### src/rtl/leaf_bridge_pkg.sv
// Shared packet geometry and helpers for the BFT leaf stream bridge.
// Offsets describe the default 49-bit packet {valid, leaf, port, addr, payload}.
package leaf_bridge_pkg;

  localparam int unsigned DEF_PAYLOAD_BITS  = 32;
  localparam int unsigned DEF_LEAF_BITS     = 5;
  localparam int unsigned DEF_PORT_BITS     = 4;
  localparam int unsigned DEF_ADDR_BITS     = 7;
  localparam int unsigned DEF_PACKET_BITS   =
      1 + DEF_LEAF_BITS + DEF_PORT_BITS + DEF_ADDR_BITS + DEF_PAYLOAD_BITS;

  localparam int unsigned ADDR_LSB  = DEF_PAYLOAD_BITS;
  localparam int unsigned PORT_LSB  = ADDR_LSB + DEF_ADDR_BITS;
  localparam int unsigned LEAF_LSB  = PORT_LSB + DEF_PORT_BITS;
  localparam int unsigned VALID_BIT = LEAF_LSB + DEF_LEAF_BITS;

  // Port 0 on the inbound side carries destination-table writes.
  localparam int unsigned CFG_PORT = 0;

  typedef logic [DEF_PACKET_BITS-1:0] packet_t;

  function automatic packet_t pack_packet(input logic                        valid,
                                          input logic [DEF_LEAF_BITS-1:0]    leaf,
                                          input logic [DEF_PORT_BITS-1:0]    port,
                                          input logic [DEF_ADDR_BITS-1:0]    addr,
                                          input logic [DEF_PAYLOAD_BITS-1:0] payload);
    return {valid, leaf, port, addr, payload};
  endfunction

endpackage

### src/rtl/leaf_bridge_fifo.sv
// Show-ahead synchronous FIFO: head word is visible whenever not empty.
// A push into a full FIFO is accepted only if a pop happens in the same cycle.
module leaf_bridge_fifo #(
  parameter int unsigned Width    = 32,
  parameter int unsigned AddrBits = 3
) (
  input  logic             clk,
  input  logic             rst_n,
  input  logic             push_i,
  input  logic [Width-1:0] wdata_i,
  input  logic             pop_i,
  output logic [Width-1:0] rdata_o,
  output logic             full_o,
  output logic             empty_o
);

  localparam int unsigned Depth = 1 << AddrBits;

  logic [Width-1:0]    mem_q [Depth];
  logic [AddrBits-1:0] wr_ptr_q, rd_ptr_q;
  logic [AddrBits:0]   count_q, count_d;
  logic                do_push, do_pop;

  assign full_o  = (count_q == (AddrBits + 1)'(Depth));
  assign empty_o = (count_q == '0);
  assign do_pop  = pop_i && !empty_o;
  assign do_push = push_i && (!full_o || do_pop);
  assign rdata_o = mem_q[rd_ptr_q];

  always_comb begin
    count_d = count_q;
    unique case ({do_push, do_pop})
      2'b10:   count_d = count_q + 1'b1;
      2'b01:   count_d = count_q - 1'b1;
      default: count_d = count_q;
    endcase
  end

  always_ff @(posedge clk or negedge rst_n) begin
    if (!rst_n) begin
      wr_ptr_q <= '0;
      rd_ptr_q <= '0;
      count_q  <= '0;
    end else begin
      if (do_push) wr_ptr_q <= wr_ptr_q + 1'b1;
      if (do_pop)  rd_ptr_q <= rd_ptr_q + 1'b1;
      count_q <= count_d;
    end
  end

  always_ff @(posedge clk) begin
    if (do_push) mem_q[wr_ptr_q] <= wdata_i;
  end

endmodule

### src/rtl/leaf_stream_bridge.sv
// Bridges one BFT leaf port to buffered inbound and round-robin outbound user channels.
// Define LEAF_BRIDGE_STATS_EN to add pkt_in_cnt / pkt_out_cnt traffic counters.
module leaf_stream_bridge
  import leaf_bridge_pkg::*;
#(
  parameter int unsigned PAYLOAD_BITS   = 32,
  parameter int unsigned NUM_LEAF_BITS  = 5,
  parameter int unsigned NUM_PORT_BITS  = 4,
  parameter int unsigned NUM_ADDR_BITS  = 7,
  parameter int unsigned PACKET_BITS    = 49,
  parameter int unsigned NUM_IN_PORTS   = 2,
  parameter int unsigned NUM_OUT_PORTS  = 4,
  parameter int unsigned FIFO_ADDR_BITS = 3
) (
  input  logic                                  clk,
  input  logic                                  ap_rst_n,
  input  logic [PACKET_BITS-1:0]                din_leaf_bft2interface,
  output logic [PACKET_BITS-1:0]                dout_leaf_interface2bft,
  input  logic                                  bft_ready,
  input  logic                                  ap_start,
  output logic                                  ap_start_user,
  output logic [NUM_IN_PORTS*PAYLOAD_BITS-1:0]  dout_leaf_interface2user,
  output logic [NUM_IN_PORTS-1:0]               vld_interface2user,
  input  logic [NUM_IN_PORTS-1:0]               ack_user2interface,
  input  logic [NUM_OUT_PORTS*PAYLOAD_BITS-1:0] din_leaf_user2interface,
  input  logic [NUM_OUT_PORTS-1:0]              vld_user2interface,
  output logic [NUM_OUT_PORTS-1:0]              ack_interface2user,
  output logic [NUM_IN_PORTS-1:0]               overflow
`ifdef LEAF_BRIDGE_STATS_EN
  ,
  output logic [31:0]                           pkt_in_cnt,
  output logic [31:0]                           pkt_out_cnt
`endif
);

  localparam int unsigned DestBits   = NUM_LEAF_BITS + NUM_PORT_BITS;
  localparam int unsigned AddrLsb    = PAYLOAD_BITS;
  localparam int unsigned PortLsb    = AddrLsb + NUM_ADDR_BITS;
  localparam int unsigned LeafLsb    = PortLsb + NUM_PORT_BITS;
  localparam int unsigned OutIdxBits = (NUM_OUT_PORTS > 1) ? $clog2(NUM_OUT_PORTS) : 1;

  if (PACKET_BITS != 1 + NUM_LEAF_BITS + NUM_PORT_BITS + NUM_ADDR_BITS + PAYLOAD_BITS)
  begin : g_bad_packet_bits
    $error("PACKET_BITS does not match the sum of its fields");
  end

  // Inbound field decode
  logic                     in_vld;
  logic [NUM_PORT_BITS-1:0] in_port;
  logic [NUM_ADDR_BITS-1:0] in_addr;
  logic [PAYLOAD_BITS-1:0]  in_payload;
  logic                     cfg_wr;
  logic                     unused_in_leaf;

  assign in_vld         = din_leaf_bft2interface[PACKET_BITS-1];
  assign in_port        = din_leaf_bft2interface[PortLsb +: NUM_PORT_BITS];
  assign in_addr        = din_leaf_bft2interface[AddrLsb +: NUM_ADDR_BITS];
  assign in_payload     = din_leaf_bft2interface[PAYLOAD_BITS-1:0];
  assign unused_in_leaf = ^din_leaf_bft2interface[LeafLsb +: NUM_LEAF_BITS];

  assign cfg_wr = in_vld && (in_port == NUM_PORT_BITS'(CFG_PORT)) &&
                  (32'(in_addr) < NUM_OUT_PORTS);

  // Inbound FIFOs, one per user channel; channel p listens on leaf port p+1
  logic [NUM_IN_PORTS-1:0] in_drop, in_accept;

  for (genvar p = 0; p < NUM_IN_PORTS; p++) begin : g_in
    logic push, pop, full, empty;

    assign push = in_vld && (in_port == NUM_PORT_BITS'(p + 1));
    assign pop  = vld_interface2user[p] && ack_user2interface[p];

    leaf_bridge_fifo #(
      .Width    (PAYLOAD_BITS),
      .AddrBits (FIFO_ADDR_BITS)
    ) u_fifo (
      .clk     (clk),
      .rst_n   (ap_rst_n),
      .push_i  (push),
      .wdata_i (in_payload),
      .pop_i   (pop),
      .rdata_o (dout_leaf_interface2user[p*PAYLOAD_BITS +: PAYLOAD_BITS]),
      .full_o  (full),
      .empty_o (empty)
    );

    assign vld_interface2user[p] = !empty;
    assign in_drop[p]            = push && full && !pop;
    assign in_accept[p]          = push && !in_drop[p];
  end

  // Outbound state
  logic [DestBits-1:0]      dest_q [NUM_OUT_PORTS];
  logic [NUM_OUT_PORTS-1:0] dest_vld_q;
  logic [NUM_ADDR_BITS-1:0] seq_q  [NUM_OUT_PORTS];
  logic [OutIdxBits-1:0]    rr_q, rr_d;
  logic [PACKET_BITS-1:0]   dout_q, dout_d;
  logic [NUM_IN_PORTS-1:0]  overflow_q;
  logic                     ap_start_q;

  logic [NUM_OUT_PORTS-1:0] elig, gnt;
  logic                     found;

  assign elig = vld_user2interface & dest_vld_q & {NUM_OUT_PORTS{bft_ready}};

  // Round robin: search from rr_q upward, then wrap to the low channels.
  always_comb begin
    gnt   = '0;
    found = 1'b0;
    for (int i = 0; i < NUM_OUT_PORTS; i++) begin
      if (!found && elig[i] && (i >= int'(rr_q))) begin
        gnt[i] = 1'b1;
        found  = 1'b1;
      end
    end
    for (int i = 0; i < NUM_OUT_PORTS; i++) begin
      if (!found && elig[i]) begin
        gnt[i] = 1'b1;
        found  = 1'b1;
      end
    end
  end

  always_comb begin
    dout_d = '0;
    rr_d   = rr_q;
    for (int i = 0; i < NUM_OUT_PORTS; i++) begin
      if (gnt[i]) begin
        dout_d = {1'b1, dest_q[i], seq_q[i],
                  din_leaf_user2interface[i*PAYLOAD_BITS +: PAYLOAD_BITS]};
        rr_d   = (i == NUM_OUT_PORTS - 1) ? '0 : OutIdxBits'(i + 1);
      end
    end
  end

  always_ff @(posedge clk or negedge ap_rst_n) begin
    if (!ap_rst_n) begin
      for (int i = 0; i < NUM_OUT_PORTS; i++) begin
        dest_q[i] <= '0;
        seq_q[i]  <= '0;
      end
      dest_vld_q <= '0;
      rr_q       <= '0;
      dout_q     <= '0;
      overflow_q <= '0;
      ap_start_q <= 1'b0;
    end else begin
      for (int i = 0; i < NUM_OUT_PORTS; i++) begin
        // A rewrite while the channel is granted only affects later grants.
        if (cfg_wr && (in_addr == NUM_ADDR_BITS'(i))) begin
          dest_q[i]     <= in_payload[DestBits-1:0];
          dest_vld_q[i] <= 1'b1;
        end
        if (gnt[i]) seq_q[i] <= seq_q[i] + 1'b1;
      end
      rr_q       <= rr_d;
      dout_q     <= dout_d;
      overflow_q <= overflow_q | in_drop;
      ap_start_q <= ap_start;
    end
  end

  assign ack_interface2user      = gnt;
  assign dout_leaf_interface2bft = dout_q;
  assign overflow                = overflow_q;
  assign ap_start_user           = ap_start_q;

`ifdef LEAF_BRIDGE_STATS_EN
  logic [31:0] pkt_in_cnt_q, pkt_out_cnt_q;

  always_ff @(posedge clk or negedge ap_rst_n) begin
    if (!ap_rst_n) begin
      pkt_in_cnt_q  <= '0;
      pkt_out_cnt_q <= '0;
    end else begin
      if (|in_accept) pkt_in_cnt_q  <= pkt_in_cnt_q + 1'b1;
      if (|gnt)       pkt_out_cnt_q <= pkt_out_cnt_q + 1'b1;
    end
  end

  assign pkt_in_cnt  = pkt_in_cnt_q;
  assign pkt_out_cnt = pkt_out_cnt_q;
`else
  logic unused_in_accept;
  assign unused_in_accept = ^in_accept;
`endif

endmodule

### config.mk
export PLATFORM = sky130hd
export DESIGN_NAME = leaf_stream_bridge
export DESIGN_NICKNAME = d
export VERILOG_FILES = /design/src/rtl/leaf_bridge_pkg.sv /design/src/rtl/leaf_bridge_fifo.sv /design/src/rtl/leaf_stream_bridge.sv
export SDC_FILE = /design/constraint.sdc
export NUM_CORES = 1
export LEC_CHECK = 0
export CORE_MARGIN = 5
export CORE_UTILIZATION = 52
export CTS_BUF_LIST = sky130_fd_sc_hd__clkbuf_4
export CTS_CLUSTER_SIZE = 16
export DETAILED_ROUTE_END_ITERATION = 10
export PLACE_DENSITY = 0.88
export REMOVE_ABC_BUFFERS = 1
export SLEW_MARGIN = 20
export SYNTH_ARGS = -nofsm -noshare
export SYNTH_HDL_FRONTEND = slang
export SYNTH_SLANG_ARGS = --single-unit
### constraint.sdc
create_clock -name clk -period 4.51 [get_ports clk]
set_clock_uncertainty 0.05 [all_clocks]
set_input_delay 0.902 -clock clk [delete_from_list [all_inputs] [get_ports clk]]
set_output_delay 0.902 -clock clk [all_outputs]
set_load 0.05 [all_outputs]
==> run summary <==
Post-DP Area: 29600 µm²
Sum Neg Setup Slack: 0 ns
Post-synth top flop: edfxtp_1
Die ar.: 53800 µm²
Post-DP HPWL: 36.9 mm
Leakage power: 11.4 nW
Initial antenna violation count: 2
Max_slew headroom: 31.1%
First-pass GRT wire length: 91.6 mm
Async set-reset flop share out of synthesis: 21.7%
TritonCTS clock tree: yes
Routed WL per cell: 23.8 µm
Initial Utilization: 52.4%
Largest net degree at the start of global routing: 102
Synth Warn #: 0
CP delay by family, top: buffers and inverters
Startpoint Class: flip-flop
Worst-skew pair later-pin latency: 0.99 ns
Area leader, netlist: edfxtp_1
Clock slew at reported path FFs: 0.08 ns
CP Data Arrival Time: 3.42 ns
Synth cell types: 54
Crit path required time: 3.56 ns
Setup slack, reg-to-reg: 1.68 ns
DR iter-0 viols: 1128
Crit Path Max Fanout: 33
CTS H-Tree Depth: 4
Final instance area: 31800 µm²
Overall Global Routing Usage: 22.7%
Final GP Congestion: 0.920
Max Slew Vio Count: 0
Cell Rows: 81
Sequential cell area: 18900 µm²
CTS sink count: 654
Number of max-cap violations: 0
Fillers: 3225
Sw power: 5.96 mW
Antenna Violating Nets Remaining: 0
Synth top area cells: edfxtp_1 (60%), dfrtp_1 (14%), mux4_2 (11%), mux2_2 (4.7%), a222oi_1 (1.8%)
Pint: 11.7 mW
Synth cell count leaders: edfxtp_1 (512), dfrtp_1 (142), mux4_2 (128)
Number of port buffers: 303
RSZ-0062 raised after global routing: no
Met1 GRT Util: 26.0%
Final setup fails: 0
IR drop worst, VDD: 0.293 mV
Syn_area_per_cell: 19.8 µm²
Residual DRC count: 0
Detailed-route via count: 14437
Register area share after synthesis: 73.9%
Power Dens Cells: 554 nW/µm²
Hold Vio Cnt, Final: 0
Gate Count Post-Synth: 1297
Vias per cell: 5.73
Num ports: 309
Clk network pwr share: 28.4%
Root buffer cell: clkbuf_4
Routed wire length: 60.0 mm
Most frequent cell after synthesis: edfxtp_1
Layout cell share with drive strength beyond 1: 29.9%
Combinational Power Share: 31.5%
Area Growth Syn to Fin: 24.1%
Post-layout minimum cycle time: 4.37 ns
TritonRoute pass-1 iters: 7
Core area: 48800 µm²
Cell chain of the critical path: buf_16, mux4_2, mux2_2, clkdlybuf4s50_1
WHS: 0.330 ns
Post-Synthesis Cell Area: 25600 µm²
Worst setup path class: flip-flop to primary output
Max clock buf depth: 3
Switching part of the total: 33.8%
Type of element capturing the critical path: primary output
Tot Pwr: 17.6 mW
Post-Place Cells: 2224
Status: finished clean
Layout Nets: 1930
Sequential power share: 40.1%
Max incr delay on CP: 0.71 ns
Max frequency: 0.229 GHz
Area share of the largest cell type after synthesis: 60.0%
Die W: 232 µm
Hold Path Class: primary input to flip-flop
Grt peak-use layer: met2
Post-synth EDFFs: 512
CP bufs+invs: 2
Grt total ovfl: 0
Final cycle utilization of the critical path: 96.8%
Met3 track demand over resource: 6.81%
Seq cells post-synth: 654
Slowest cell on the critical path: clkdlybuf4s50_1
Vias in the first global route: 15916
Met2 GRT Util: 40.1%
CTS buffer count: 162
Worst Tran Pin Value: 1.03 ns
Final Non-Filler Cells: 2520
Die H: 232 µm
Area occupied by multi-input gates: 6410 µm²
[what timing repair did]
action / 4_1_cts / 5_1_grt
hold buffers: 1 / 0
hold endpoints to repair: 99 / 0
endpoints found under the setup margin: 58 / 0
buffers inserted: 2 / 0
gates resized for setup: 50 / 0
[cell type report]
type                    count  share of cell area, %
multi-input cells         561                   20.2
diodes                      3                 0.0236
clock inverters            61                   1.32
repair buffers            336                   10.7
clock buffers             228                   5.38
inverters                  13                  0.169
flip-flops and latches    654                   59.6
well taps                 664                   2.61
[state kept, by name, indices dropped and copies added, names as in the netlist]
name                     flops
g_in.u_fifo.rd_ptr_q         6
g_in.u_fifo.wr_ptr_q         6
dout_leaf_interface2bft     49
dest_vld_q                   4
g_in.u_fifo.mem_q          512
rr_q                         2
overflow                     2
ap_start_user                1
g_in.u_fifo.count_q          8
seq_q                       28
dest_q                      36
[final timing paths]
path | from | end | cells past startpoint
max in group asynchronous | ap_rst_n | dout_leaf_interface2bft[44] | 3
worst min-delay path | ap_start | ap_start_user | 1
min in group asynchronous | ap_rst_n | g_in[1].u_fifo.rd_ptr_q[1] | 2
worst min register to register | seq_q[13] | seq_q[13] | 1
worst max-delay path | g_in[1].u_fifo.rd_ptr_q[0] | dout_leaf_interface2user[54] | 4
worst max register to register | g_in[1].u_fifo.count_q[0] | g_in[1].u_fifo.count_q[3] | 11
[power groups by stage]
stage | Sequential, mW | Clock [mW] | Combinational (mW)
2_1_floorplan | 7.39 | 0 | 3.70
4_1_cts | 7.07 | 5.14 | 5.63
3_5_place_dp | 7.26 | 0 | 5.64
3_3_place_gp | 7.23 | 0 | 5.55
6_report | 7.06 | 5.01 | 5.55
5_1_grt | 7.09 | 5.50 | 5.85
[per-stage QoR]
stage               setup slack, ns  utilization [%]
finish                        0.142             65.1
global route                0.00230             65.1
CTS                          0.0273             65.1
detailed placement            0.532             60.6
global placement              0.617             60.6
floorplan                    -0.850                -
[placed cells by master, fill, tap and decap left out, types with 33 or more instances in the layout]
master	count
a222oi_1	45
dfrtp_1	136
a21oi_1	52
clkinv_1	43
clkdlybuf4s50_1	250
clkbuf_4	228
edfxtp_1	512
xnor2_1	33
nor2_1	53
dlygate4sd2_1	48
mux4_2	128
mux2_2	106
[cell families (layout without fill, tap and decap cells)]
| group | Yosys count | count (layout) | synth area share [%] |
|---|---|---|---|
| flops | 654 | 654 | 73.9 |
| fa+ha+maj | 15 | 15 | 0.791 |
| compound gates | 113 | 113 | 3.27 |
| other cells | 0 | 3 | 0 |
| buf+inv | 82 | 638 | 1.57 |
| simple gates | 157 | 157 | 3.11 |
| xor+xnor | 38 | 38 | 1.30 |
| mux | 238 | 238 | 16.1 |
[layer usage]
metal | vias up | wire length [µm]
met1 | 7371 | 21300
met4 | 0 | 1670
met5 | - | 0
met2 | 711 | 32200
li1 | 6252 | -
met3 | 103 | 4910
(Power assumes the default switching activity.)
